$ cat src/rtl/cache_arbiter_pkg.sv
// cache_arbiter_pkg: shared arbiter state/op types and default line/address widths (package arbiter_types)
package arbiter_types;
  localparam int LINE_W = 256;
  localparam int ADDR_W = 32;
  typedef enum logic [1:0] {IDLE, SERVE_I, SERVE_D, GAP} arb_state_t;
  typedef enum logic {OP_READ, OP_WRITE} arb_op_t;
endpackage

$ cat src/rtl/cache_arbiter_ctrl.sv
// cache_arbiter_ctrl: arbitration FSM issuing one-cycle latch strobes for the granted side.
// Optional CACHE_ARB_RR_EN swaps fixed D priority for alternating grant on contention.
module cache_arbiter_ctrl
  import arbiter_types::*;
(
  input  logic       clk,
  input  logic       reset_n,
  input  logic       i_read,
  input  logic       d_read,
  input  logic       d_write,
  input  logic       pmem_resp,
  output arb_state_t state,
  output logic       latch_i,
  output logic       latch_d
);
  arb_state_t next;
  logic want_d, grant_d;
  assign want_d = d_read | d_write;
`ifdef CACHE_ARB_RR_EN
  logic last_grant;
  // last_grant 1 means D won the previous arbitration
  assign grant_d = want_d & (~i_read | ~last_grant);
  always_ff @(posedge clk or negedge reset_n)
    if (!reset_n) last_grant <= 1'b0;
    else if (latch_i | latch_d) last_grant <= latch_d;
`else
  assign grant_d = want_d;
`endif
  always_ff @(posedge clk or negedge reset_n)
    if (!reset_n) state <= IDLE;
    else state <= next;
  always_comb begin
    next    = state;
    latch_i = 1'b0;
    latch_d = 1'b0;
    case (state)
      IDLE: begin
        latch_d = grant_d;
        latch_i = i_read & ~grant_d;
        next    = grant_d ? SERVE_D : i_read ? SERVE_I : IDLE;
      end
      SERVE_I, SERVE_D: next = pmem_resp ? GAP : state;
      default: next = IDLE;
    endcase
  end
endmodule

$ cat src/rtl/cache_arbiter.sv
// cache_arbiter: serialises icache/dcache line misses onto one memory port.
// Define CACHE_ARB_RR_EN for round-robin grant instead of fixed D-over-I priority.
module cache_arbiter #(
  parameter int LINE_W = arbiter_types::LINE_W,
  parameter int ADDR_W = arbiter_types::ADDR_W
) (
  input  logic              clk,
  input  logic              reset_n,
  input  logic              i_read,
  input  logic [ADDR_W-1:0] i_address,
  output logic [LINE_W-1:0] i_rdata,
  output logic              i_resp,
  input  logic              d_read,
  input  logic              d_write,
  input  logic [ADDR_W-1:0] d_address,
  input  logic [LINE_W-1:0] d_wdata,
  output logic [LINE_W-1:0] d_rdata,
  output logic              d_resp,
  output logic              pmem_read,
  output logic              pmem_write,
  output logic [ADDR_W-1:0] pmem_address,
  output logic [LINE_W-1:0] pmem_wdata,
  input  logic [LINE_W-1:0] pmem_rdata,
  input  logic              pmem_resp
);
  import arbiter_types::*;
  arb_state_t        state;
  logic              latch_i, latch_d, serving;
  logic [ADDR_W-1:0] addr_q;
  logic [LINE_W-1:0] wdata_q;
  arb_op_t           op_q;
  cache_arbiter_ctrl u_ctrl (
    .clk      (clk),
    .reset_n  (reset_n),
    .i_read   (i_read),
    .d_read   (d_read),
    .d_write  (d_write),
    .pmem_resp(pmem_resp),
    .state    (state),
    .latch_i  (latch_i),
    .latch_d  (latch_d)
  );
  // write beats read when the dcache raises both
  always_ff @(posedge clk or negedge reset_n)
    if (!reset_n) begin
      addr_q  <= '0;
      wdata_q <= '0;
      op_q    <= OP_READ;
    end else if (latch_d) begin
      addr_q  <= d_address;
      wdata_q <= d_wdata;
      op_q    <= arb_op_t'(d_write);
    end else if (latch_i) begin
      addr_q  <= i_address;
      op_q    <= OP_READ;
    end
  assign serving      = (state == SERVE_I) || (state == SERVE_D);
  assign pmem_read    = serving && (op_q == OP_READ);
  assign pmem_write   = serving && (op_q == OP_WRITE);
  assign pmem_address = addr_q;
  assign pmem_wdata   = wdata_q;
  assign i_resp       = (state == SERVE_I) && pmem_resp;
  assign d_resp       = (state == SERVE_D) && pmem_resp;
  assign i_rdata      = i_resp ? pmem_rdata : '0;
  assign d_rdata      = d_resp ? pmem_rdata : '0;
endmodule

$ cat config.mk
export PLATFORM = sky130hd
export DESIGN_NAME = cache_arbiter
export DESIGN_NICKNAME = d
export VERILOG_FILES = /design/src/rtl/cache_arbiter_pkg.sv /design/src/rtl/cache_arbiter_ctrl.sv /design/src/rtl/cache_arbiter.sv
export SDC_FILE = /design/constraint.sdc
export NUM_CORES = 1
export LEC_CHECK = 0
export ABC_AREA = 1
export BUFFER_PORTS_ARGS = -buffer_cell sky130_fd_sc_hd__buf_2
export CORE_AREA = 2 2 541 543
export CTS_CLUSTER_SIZE = 8
export DETAILED_ROUTE_END_ITERATION = 12
export DIE_AREA = 0 0 543 545
export PLACE_DENSITY_LB_ADDON = 0.08
export SLEW_MARGIN = 40
export SYNTH_ARGS = -nofsm -noshare
export SYNTH_HDL_FRONTEND = slang
export SYNTH_HIERARCHICAL = 1
export SYNTH_SLANG_ARGS = --single-unit
$ cat constraint.sdc
create_clock -name clk -period 1.6 [get_ports clk]
set_input_delay 0.48 -clock clk [delete_from_list [all_inputs] [get_ports clk]]
set_output_delay 0.48 -clock clk [all_outputs]
set_load 0.05 [all_outputs]
After elaboration in Yosys (flattened, before gate mapping)
Cells that the tools add are included.

Equality and inequality tests: 3. Multiplexer cells: 12. Bitwise logic cells: 4. Reduce and logical (&&, ||, !) cells: 8.

Operators with widths (number): $mux W256 (2); $mux W32 (2); $mux W1 (5); $logic_and A1 B1 Y1 (4); $mux W2 (2); $pmux W2 S2 (1); $eq A2 B1 Y1 const B (1); $eq A2 B2 Y1 const B (1); $logic_not A2 Y1 (1); $ne A2 B2 Y1 const B (1); $not A1 Y1 (2); $reduce_bool A2 Y1 (1); $reduce_or A2 Y1 (1); $and A1 B1 Y1 (1); $logic_or A1 B1 Y1 (1); $or A1 B1 Y1 (1).

Flip-flop bits (word level): 291. Bits of input ports: 582. Logic and storage cells: 31.

Depth between registers and ports, before layout
Gate-level depths: netlist of the first run.

Depth after elaboration: 6. Gate-level depth with buffers: 11. Mapped depth without buffers: 9.

By module
Netlist of the first run, hierarchy kept.

Modules (own cells, without submodules): cache_arbiter (instances 1, cells each 2095, area an instance 14199.9 um^2, seq. area each 7231.9 um^2); cache_arbiter_ctrl (instances 1, cells each 24, area an instance 156.4 um^2, seq. area each 50.0 um^2).

Worst setup path before layout of the first run
OpenSTA, ideal clock, no wires.

Kind: flip-flop to output port. Start point: register u_ctrl.state[1]. End point: output i_rdata[116]. Arrival time: 1.708 ns. Required time: 1.120 ns. Slack: -0.588 ns. Stages on the path, launching flop included: 7. Path buffers: 2. Cells stage by stage: dfrtp_1 inv_1 ha_1 nand2_1 clkbuf_1 clkbuf_1 nor2_1.

Word-level cells in the longest chain between the ends: 3.

Ends and longest elaborated chain: start: declaration (RTL line cache_arbiter_ctrl.sv:12) `output arb_state_t state,`; start signal: assignment (RTL line cache_arbiter_ctrl.sv:31) `else state <= next;`; $eq A2 B1 Y1 (RTL line cache_arbiter.sv:62) `assign i_resp = (state == SERVE_I) && pmem_resp;`; $logic_and A1 B1 Y1 (RTL line cache_arbiter.sv:62); $mux W256 (RTL line cache_arbiter.sv:64) `assign i_rdata = i_resp ? pmem_rdata : '0;`; end: declaration (RTL line cache_arbiter.sv:11) `output logic [LINE_W-1:0] i_rdata,`.

No other way between the ends.

Final worst setup path of the first run
Start point: register u_ctrl.state[0]. End point: output i_rdata[82].

Same word-level chain as after synthesis.

==> results of run 1 <==
## flip-flops by register name, summed over array words and instances, names as in the netlist
name,count
op_q,1
u_ctrl/state,2
pmem_address,32
pmem_wdata,256
## routing by layer
metal  track usage  part of all wire  routed length, microns  up-vias
met5             0            0.0017                     306        -
met4        0.0285             0.027                    4950       46
met3        0.0458             0.088                   16200      312
met2         0.225              0.53                   97500     1052
met1         0.121              0.35                   65000     9659
li1              -                 -                       -     9557
## worst max path at each step
stage | from | to | slack [ns]
after floorplan | u_ctrl/state[0] | d_rdata[100] | -0.55
after global placement | pmem_resp | d_rdata[20] | -1.04
after detailed placement | pmem_resp | d_rdata[20] | -1.08
after CTS | u_ctrl/state[0] | i_rdata[83] | -1.14
after global routing | u_ctrl/state[0] | d_rdata[218] | -1.16
final | u_ctrl/state[0] | i_rdata[82] | -1.03
## cells by family after synthesis
group / share of synthesized area
adders and majority gates: 0.00349
and+or+nand+nor: 0.380
AOI/OAI and AO/OA: 0.000348
DFF: 0.507
buffers and inverters: 0.109
## Yosys cell counts (all sizes together)
| cell | n | area share |
|---|---|---|
| ha | 4 | 0.0035 |
| dfrtp | 291 | 0.51 |
| inv | 268 | 0.070 |
| buf | 80 | 0.027 |
| nand2 | 847 | 0.22 |
| nand3 | 64 | 0.022 |
| nor2 | 518 | 0.14 |
| clkbuf | 46 | 0.012 |
| o21ai | 1 | 0.00035 |
## stage by stage
step | util | TNS (ns) | hold WS, ns | setup slack (ns) | instance area (sq um)
floorplan | - | -231.14 | 0.184 | -0.549 | 15400
global placement | 0.112 | -465.31 | 0.338 | -1.04 | 32600
CTS | 0.127 | -740.32 | 0.000469 | -1.14 | 36700
detailed placement | 0.112 | -466.28 | 0.334 | -1.08 | 32600
finish | 0.131 | -616.38 | 0.0730 | -1.03 | 37900
global route | 0.130 | -763.72 | 0.0273 | -1.16 | 37800
## worst register-to-register path, cell delays in order, from the launching register on
cell     delay [ns]
dfrtp_1        0.42
buf_4          0.15
inv_1          0.04
ha_1           0.21
o21ai_1        0.10
buf_4          0.17
inv_8          0.08
inv_8          0.25
buf_4          0.41
nand2_1        0.10
nand2_1        0.07
## power groups by stage
stage | clock network [uW] | registers, uW | logic (uW)
after global placement | 0 | 13000 | 46400
after floorplan | 0 | 25000 | 15100
final | 9650 | 12900 | 47400
after CTS | 10400 | 12900 | 47800
after global routing | 10500 | 13400 | 50300
after detailed placement | 0 | 12900 | 46400
## layout make-up
class	instances	area, sq um	share of cell area
diodes	31	77.6	0.00205
clock buffers	56	1220	0.0322
clock inverters	9	109	0.00287
inverters	268	1020	0.0270
multi-input cells	1434	7160	0.189
flip-flops and latches	291	7280	0.192
well taps	3900	4880	0.129
repair buffers	1784	16100	0.426
## timing repair
action	in CTS	in global routing
gates resized for setup	316	392
setup buffers	2	0
pin swaps	0	1
hold endpoints to repair	311	0
endpoints found under the setup margin	1093	1093
cloned	1	2
hold buffers	180	0
==> impl_metrics.yaml, run 1 <==
status:
  status: "finished with violations"
  violations: "negative setup slack"
pwr:
  p_sw_uw: 40400
  power.density_nw_per_um2: 1850
  p_clk_frac: 0.138
  swShare: 0.578
  p_leak_uw: 0.0187
  combPwrFrac: 0.678
  p_int_uw: 29500
  power_frac_seq: 0.184
  ir_worst_vdd_v: 0.000799
  finalPower_uw: 69900
die:
  start_util: 0.0495
  rows: 198
  io_pins: 1386
  die_h_microns: 545
  coreArea_sq_um: 290000
  die_area_sq_um: 296000
  die_w_microns: 543
sta:
  finalHoldViolations: 0
  setup_slack_ns: -1.03
  fmax_mhz: 380
  setup_viol: 1093
  relSlewSlack: 0.632
  worst_slew_pin_slew_ns: 0.551
  grt_setup_unrepaired: "yes"
  period_minus_slack_ns: 2.63
  fin_skew_ns: 0.0464
  fin_crit_sh: 1.64
  slew_viol_final: 0
critical_path:
  cpPeakStageDelay_ns: 0.39
  slowest_stage: "dfrtp_1"
  path_class: "reg -> out"
  crit_top_cell: "buf_4"
  crit-reg2reg-launch: "u_ctrl/state[1]"
  critPathLaunchType: "register"
  rr_worst_depth: 10
  cp.required_ns: 1.12
  critPathCaptureType: "output pin"
  reg2reg_setup_slack_ns: -0.43
  cpLargestDelayFamily: "buffers and inverters"
  worstPathCellList: "buf_4 -> ha_4 -> nand2_8 -> buf_12 -> clkbuf_16 -> nor2_1 -> buf_4"
  path_buf_inv: 4
  reg2reg_to: "pmem_wdata[48]"
  arrival_ns: 2.15
  critical_path_depth: 7
  crit_fanout: 14
placement:
  portBuffers: 1385
  gp_congestion: 0.835
  dp_hpwl_microns: 165000
  dp_cells: 7492
grt:
  grt_pass1_vias: 21500
  grt_util_all_layers: 0.119
  grt_pass1_wl_microns: 230000
  antenna_found_initial: 139
  overflow: 0
  grt_max_degree: 58
hold_path:
  hp-class: "in -> reg"
  hold_start: "d_wdata[18]"
  hold_end: "pmem_wdata[18]"
  holdPathStages: 3
route:
  via_count: 20600
  post_drt_wl_per_cell_microns: 23.7
  vias_per_cell: 2.65
  drt-total-wl_microns: 184000
  dr.pass1.iters: 5
  drt_iter0_drc: 787
  drc: 0
  final_antenna_net_count: 0
synth:
  netlist_area_sq_um: 14400
  syn_inst: 2119
  syn-num-nets: 2705
  ys_seq_area_frac: 0.507
  avgSynthCellArea_sq_um: 6.78
  synth-seq-cells: 291
  yosys.cell_types.count: 12
  yosysWarnings: 6
run:
  cap_violations: 0
finish:
  final_cells: 7773
  syn_to_final_growth_pct: 164
  drive_gt1_frac: 0.511
  final_cell_mix: "buf_2 (923), nand2_1 (845), buf_12 (307), dfrtp_1 (291), inv_1 (265)"
  nets: 4411
  layout_commonest_cell: "buf_2"
  num-fill-cells: 33600
cts:
  cts_tree: "built"
  cts-htree-levels: 2
  numCtsBuffers: 46
  clockBufferDepth: 3
  numClockSinks: 291
  clock_latency_ns: 0.64
  cts_root_buffer: "clkbuf_16"
  clkTransAtPathRegs_ns: 0.06
Note: power is estimated with default switching activity, not from simulation.
==> run 2: changes to the inputs <==
--- a/config.mk
+++ b/config.mk
@@ -7,10 +7,10 @@
 export LEC_CHECK = 0
 export ABC_AREA = 1
 export BUFFER_PORTS_ARGS = -buffer_cell sky130_fd_sc_hd__buf_2
-export CORE_AREA = 2 2 541 543
+export CORE_AREA = 2 2 537 539
 export CTS_CLUSTER_SIZE = 8
 export DETAILED_ROUTE_END_ITERATION = 12
-export DIE_AREA = 0 0 543 545
+export DIE_AREA = 0 0 539 541
 export PLACE_DENSITY_LB_ADDON = 0.08
 export SLEW_MARGIN = 40
 export SYNTH_ARGS = -nofsm -noshare
==> constraint.sdc (replaced) <==
create_clock -name clk -period 3.2 [get_ports clk]
set_input_delay 0.96 -clock clk [delete_from_list [all_inputs] [get_ports clk]]
set_output_delay 0.96 -clock clk [all_outputs]
set_load 0.05 [all_outputs]
==> run 2 against run 1 <==
Compared with the run above: the flow still finishes with violations (negative setup slack); routed wire length down 10%; clock power fell by 50%; sequential share of layout area up 2.9 points; utilization decreased by 1.6 points; design area shrank 13%; sequential power down 50%; power fell by 52%; final cell count is 5.1% lower; combinational power fell by 53%; worst hold slack gained 0.17 ns; register-to-register slack better by 1.4 ns; critical path type is now in -> out; critical endpoint is now d_rdata[29].
==> impl_metrics.yaml, run 2 (synthesis gave the netlist of run 1 again) <==
status:
  status: "finished with violations"
  violations: "negative setup slack"
critical_path:
  critPathLaunchType: "primary input"
  arrival_ns: 2.27
  crit_fanout: 19
  cp.required_ns: 2.24
  critPathCaptureType: "output pin"
  path_class: "in -> out"
placement:
  dpl_cell_area_sq_um: 28300
  gp_congestion: 0.835
  dp_hpwl_microns: 142000
  portBuffers: 1385
sta:
  period_minus_slack_ns: 3.23
  fmax_mhz: 309
  fin_crit_sh: 1.01
  finalHoldViolations: 0
  grt_setup_unrepaired: "yes"
  worst_slew_pin_slew_ns: 0.659
  fin_skew_ns: 0.0474
  relSlewSlack: 0.560
  tns_ns: -0.0428
  setup_viol: 5
  setup_slack_ns: -0.0325
  slew_viol_final: 0
grt:
  antenna_found_initial: 145
  top_usage_layer: "met2"
  overflow: 0
  grt_pass1_vias: 20500
  met3_usage: 0.0448
  use_met2: 0.211
  gr-usage-met1: 0.105
  grt_util_all_layers: 0.108
  grt_pass1_wl_microns: 210000
  grt_max_degree: 81
cts:
  numCtsBuffers: 45
  clkTransAtPathRegs_ns: 0.06
  numClockSinks: 291
  clockBufferDepth: 3
  cts-htree-levels: 2
  cts_tree: "built"
  cts_root_buffer: "clkbuf_16"
  clock_latency_ns: 0.64
pwr:
  p_sw_uw: 19700
  p_clk_frac: 0.144
  combPwrFrac: 0.664
  ir_worst_vdd_v: 0.000409
  finalPower_uw: 33500
  power_frac_seq: 0.192
  power.density_nw_per_um2: 1020
  swShare: 0.589
  p_int_uw: 13800
  p_leak_uw: 0.0171
finish:
  syn_to_final_growth_pct: 129
  final_cell_mix: "buf_2 (966), nand2_1 (845), buf_6 (294), dfrtp_1 (289), nor2_1 (287)"
  layout_commonest_cell: "buf_2"
  largest_reg_flops: 256
  drive_gt1_frac: 0.507
  nets: 4137
  num-fill-cells: 33500
  fin_area_sq_um: 32900
die:
  io_pins: 1386
  die_h_microns: 541
  start_util: 0.0501
  die_area_sq_um: 292000
  coreArea_sq_um: 286000
  die_w_microns: 539
  rows: 197
route:
  drt_iter0_drc: 713
  drt-total-wl_microns: 165000
  dr.pass1.iters: 4
  post_drt_wl_per_cell_microns: 22.4
  vias_per_cell: 2.62
  final_antenna_net_count: 0
  drc: 0
  via_count: 19300
hold_path:
  hp-class: "in -> async"
run:
  cap_violations: 0
## run 2: changes by cell type in the layout (fill, tap and decap cells not counted), moves of 3 or more
cell	delta
buf_2	+43
nor2_4	-111
diode_2	-6
nor2_2	+46
buf_6	+147
clkbuf_16	+5
buf_12	-168
buf_4	-63
nor2_1	+65
buf_16	-3
dlygate4sd3_1	-180
buf_8	+5
clkbuf_4	-59
## run 2: area by class of cell
cell class	instances	area, sq um	area share
multi-input cells	1434	6440	0.196
well taps	3781	4730	0.144
clock inverters	5	80.1	0.00243
repair buffers	1511	12000	0.366
diodes	25	62.6	0.00190
clock buffers	58	1240	0.0376
flip-flops and latches	291	7280	0.221
inverters	268	1020	0.0310
## run 2: metrics by stage
stage	utilization	instances	setup WS, ns	hold WS [ns]
floorplan	-	2119	0.163	0.464
global placement	0.0988	7268	-0.324	0.452
detailed placement	0.0988	7268	-0.292	0.453
CTS	0.107	7333	-0.146	0.249
global route	0.115	7355	-0.107	0.242
finish	0.115	7373	-0.0325	0.245
## run 2: power by group through the flow
stage	logic, uW	registers, uW	clock network (uW)
detailed placement	21300	6450	0
CTS	21800	6460	5200
global route	23700	6690	5260
floorplan	7120	12500	0
finish	22300	6420	4820
global placement	21400	6490	0
## run 2: what timing repair did
action	CTS	global route
hold endpoints to repair	0	0
hold buffers	0	0
gates resized for setup	349	711
cloned	0	9
setup endpoints to repair	514	392
pin swaps	2	2
setup buffers	2	6
## run 2: worst paths after layout
check / start / end / slack [ns] / cells after the start
min reg2reg: pmem_wdata[85] / pmem_wdata[85] / 0.46 / 2
max reg2reg: u_ctrl/state[0] / pmem_wdata[84] / 0.99 / 9
max in group asynchronous: reset_n / pmem_wdata[105] / 2.01 / 2
min: reset_n / pmem_wdata[183] / 0.24 / 1
max: pmem_resp / d_rdata[29] / -0.03 / 8
min in group clk: pmem_wdata[85] / pmem_wdata[85] / 0.46 / 2
## run 2: metal layers
layer | part of all wire | vias to the layer above
li1 | - | 8992
met1 | 0.34 | 8904
met2 | 0.54 | 1016
met3 | 0.093 | 338
met4 | 0.028 | 90
met5 | 0.0034 | -
## run 2: critical path, stage by stage
cell	delay, ns
clkbuf_4	0.19
buf_4	0.18
nand2_8	0.14
buf_12	0.17
buf_12	0.20
nor2_1	0.06
buf_4	0.17
buf_12	0.14
==> run 3: changes to the inputs <==
==> constraint.sdc (replaced) <==
create_clock -name clk -period 3.8 [get_ports clk]
set_input_delay 1.14 -clock clk [delete_from_list [all_inputs] [get_ports clk]]
set_output_delay 1.14 -clock clk [all_outputs]
set_load 0.05 [all_outputs]
==> run 3 against run 2 <==
Compared with the run above: die area unchanged; non-clock buffer count shrank 58; clock skew fell by 0.014 ns; the flow now finishes without violations; critical path type unchanged; sequential power is 16% lower; combinational power shrank 24%; largest cell class unchanged; setup slack better by 0.10 ns.
==> impl_metrics.yaml, run 3 (synthesis gave the netlist of run 1 again) <==
grt:
  grt_pass1_vias: 20000
  overflow: 0
  grt_pass1_wl_microns: 207000
  grt_max_degree: 84
  antenna_found_initial: 175
  grt_util_all_layers: 0.107
critical_path:
  critPathLaunchType: "primary input"
  rr_worst_depth: 9
  reg2reg_to: "pmem_wdata[134]"
  path_class: "in -> out"
  crit_fanout: 50
  crit-reg2reg-launch: "u_ctrl/state[1]"
  reg2reg_setup_slack_ns: 1.47
  critPathCaptureType: "output pin"
  arrival_ns: 2.59
  cp.required_ns: 2.66
sta:
  slew_viol_final: 0
  worst_slew_pin_slew_ns: 0.729
  setup_viol: 0
  fin_crit_sh: 0.981
  tns_ns: 0
  finalHoldViolations: 0
  grt_setup_unrepaired: "yes"
  fin_skew_ns: 0.0331
  fmax_mhz: 268
  period_minus_slack_ns: 3.73
  relSlewSlack: 0.514
finish:
  num-fill-cells: 34000
  largest_reg_flops: 256
  layout_commonest_cell: "buf_2"
  final_cells: 7320
  syn_to_final_growth_pct: 101
  drive_gt1_frac: 0.434
  nets: 4080
  final_cell_mix: "buf_2 (1270), nand2_1 (845), nor2_1 (510), dfrtp_1 (290), inv_1 (266)"
die:
  coreArea_sq_um: 286000
  io_pins: 1386
  die_h_microns: 541
  die_w_microns: 539
  die_area_sq_um: 292000
  start_util: 0.0501
  rows: 197
route:
  vias_per_cell: 2.61
  drc: 0
  final_antenna_net_count: 0
  drt-total-wl_microns: 162000
  post_drt_wl_per_cell_microns: 22.1
  via_count: 19100
  dr.pass1.iters: 5
  drt_iter0_drc: 849
pwr:
  ir_worst_vdd_v: 0.000333
  p_leak_uw: 0.0163
  power.density_nw_per_um2: 924
cts:
  clockBufferDepth: 3
  clkTransAtPathRegs_ns: 0.06
  clock_latency_ns: 0.62
  ctsHoldBuffers: 0
  cts_root_buffer: "clkbuf_16"
  numClockSinks: 291
  cts-htree-levels: 2
  numCtsBuffers: 46
  cts_tree: "built"
hold_path:
  hp-class: "in -> async"
placement:
  dp_cells: 7227
  portBuffers: 1385
  gp_congestion: 0.817
  dp_hpwl_microns: 140000
run:
  cap_violations: 0
status:
  status: "complete, no violations"
run 3: per-stage QoR:
stage          setup slack (ns)  utilization  area (sq um)  total power (uW)  hold slack [ns]
6_report                 0.0704        0.101         28800             26600            0.396
5_1_grt                 -0.0259        0.100         28800             28300            0.398
4_1_cts                 -0.0204       0.0997         28600             27400            0.393
3_5_place_dp             -0.366       0.0947         27100             22800            0.453
3_3_place_gp             -0.355       0.0947         27100             22900            0.452
2_1_floorplan             0.403            -         14400             16500            0.464
run 3: worst max-delay path by stage:
stage / startpoint / to / slack [ns] / depth (start not counted)
floorplan: pmem_resp / i_rdata[116] / 0.40 / 4
global placement: pmem_resp / d_rdata[26] / -0.35 / 7
detailed placement: pmem_resp / d_rdata[26] / -0.37 / 7
CTS: u_ctrl/state[0] / d_rdata[26] / -0.02 / 8
global route: u_ctrl/state[0] / d_rdata[26] / -0.03 / 8
finish: pmem_resp / d_rdata[26] / 0.07 / 7
run 3: where the power goes:
part	leakage (uW)	switching [uW]	internal [uW]
Sequential	0.00360	793	4610
Combinational	0.0120	13600	3430
Clock	0.000679	1720	2500
Total	0.0163	16100	10500
run 3: final cells by class:
cell class	instances	area [sq um]	share of cell area
clock buffer	60	1260	0.0439
sequential	291	7280	0.253
multi-input combinational	1434	5570	0.193
antenna	26	65.1	0.00226
clock inverter	7	135	0.00469
timing repair buffer	1453	8730	0.303
tap	3781	4730	0.164
inverter	268	1020	0.0354
run 3: worst max-delay path: stages:
cell and delay [ns]:
buf_2 0.24, nand2_4 0.12, buf_16 0.20, buf_16 0.25, nor2_4 0.22, buf_4 0.17, buf_12 0.13
run 3: routing by layer:
layer | GRT usage | wire (microns) | up-vias | part of all wire
met1 | 0.105 | 55500 | 8637 | 0.34
met4 | 0.0352 | 5600 | 94 | 0.035
met3 | 0.0463 | 15900 | 371 | 0.098
li1 | - | - | 8872 | -
met5 | 0 | 607 | - | 0.0037
met2 | 0.199 | 84500 | 1105 | 0.52
run 3: repair_timing:
item / in CTS / in global routing
resized for setup: 8 / 62
endpoints found under the setup margin: 175 / 56
pin swaps: 1 / 1
setup buffers: 0 / 0
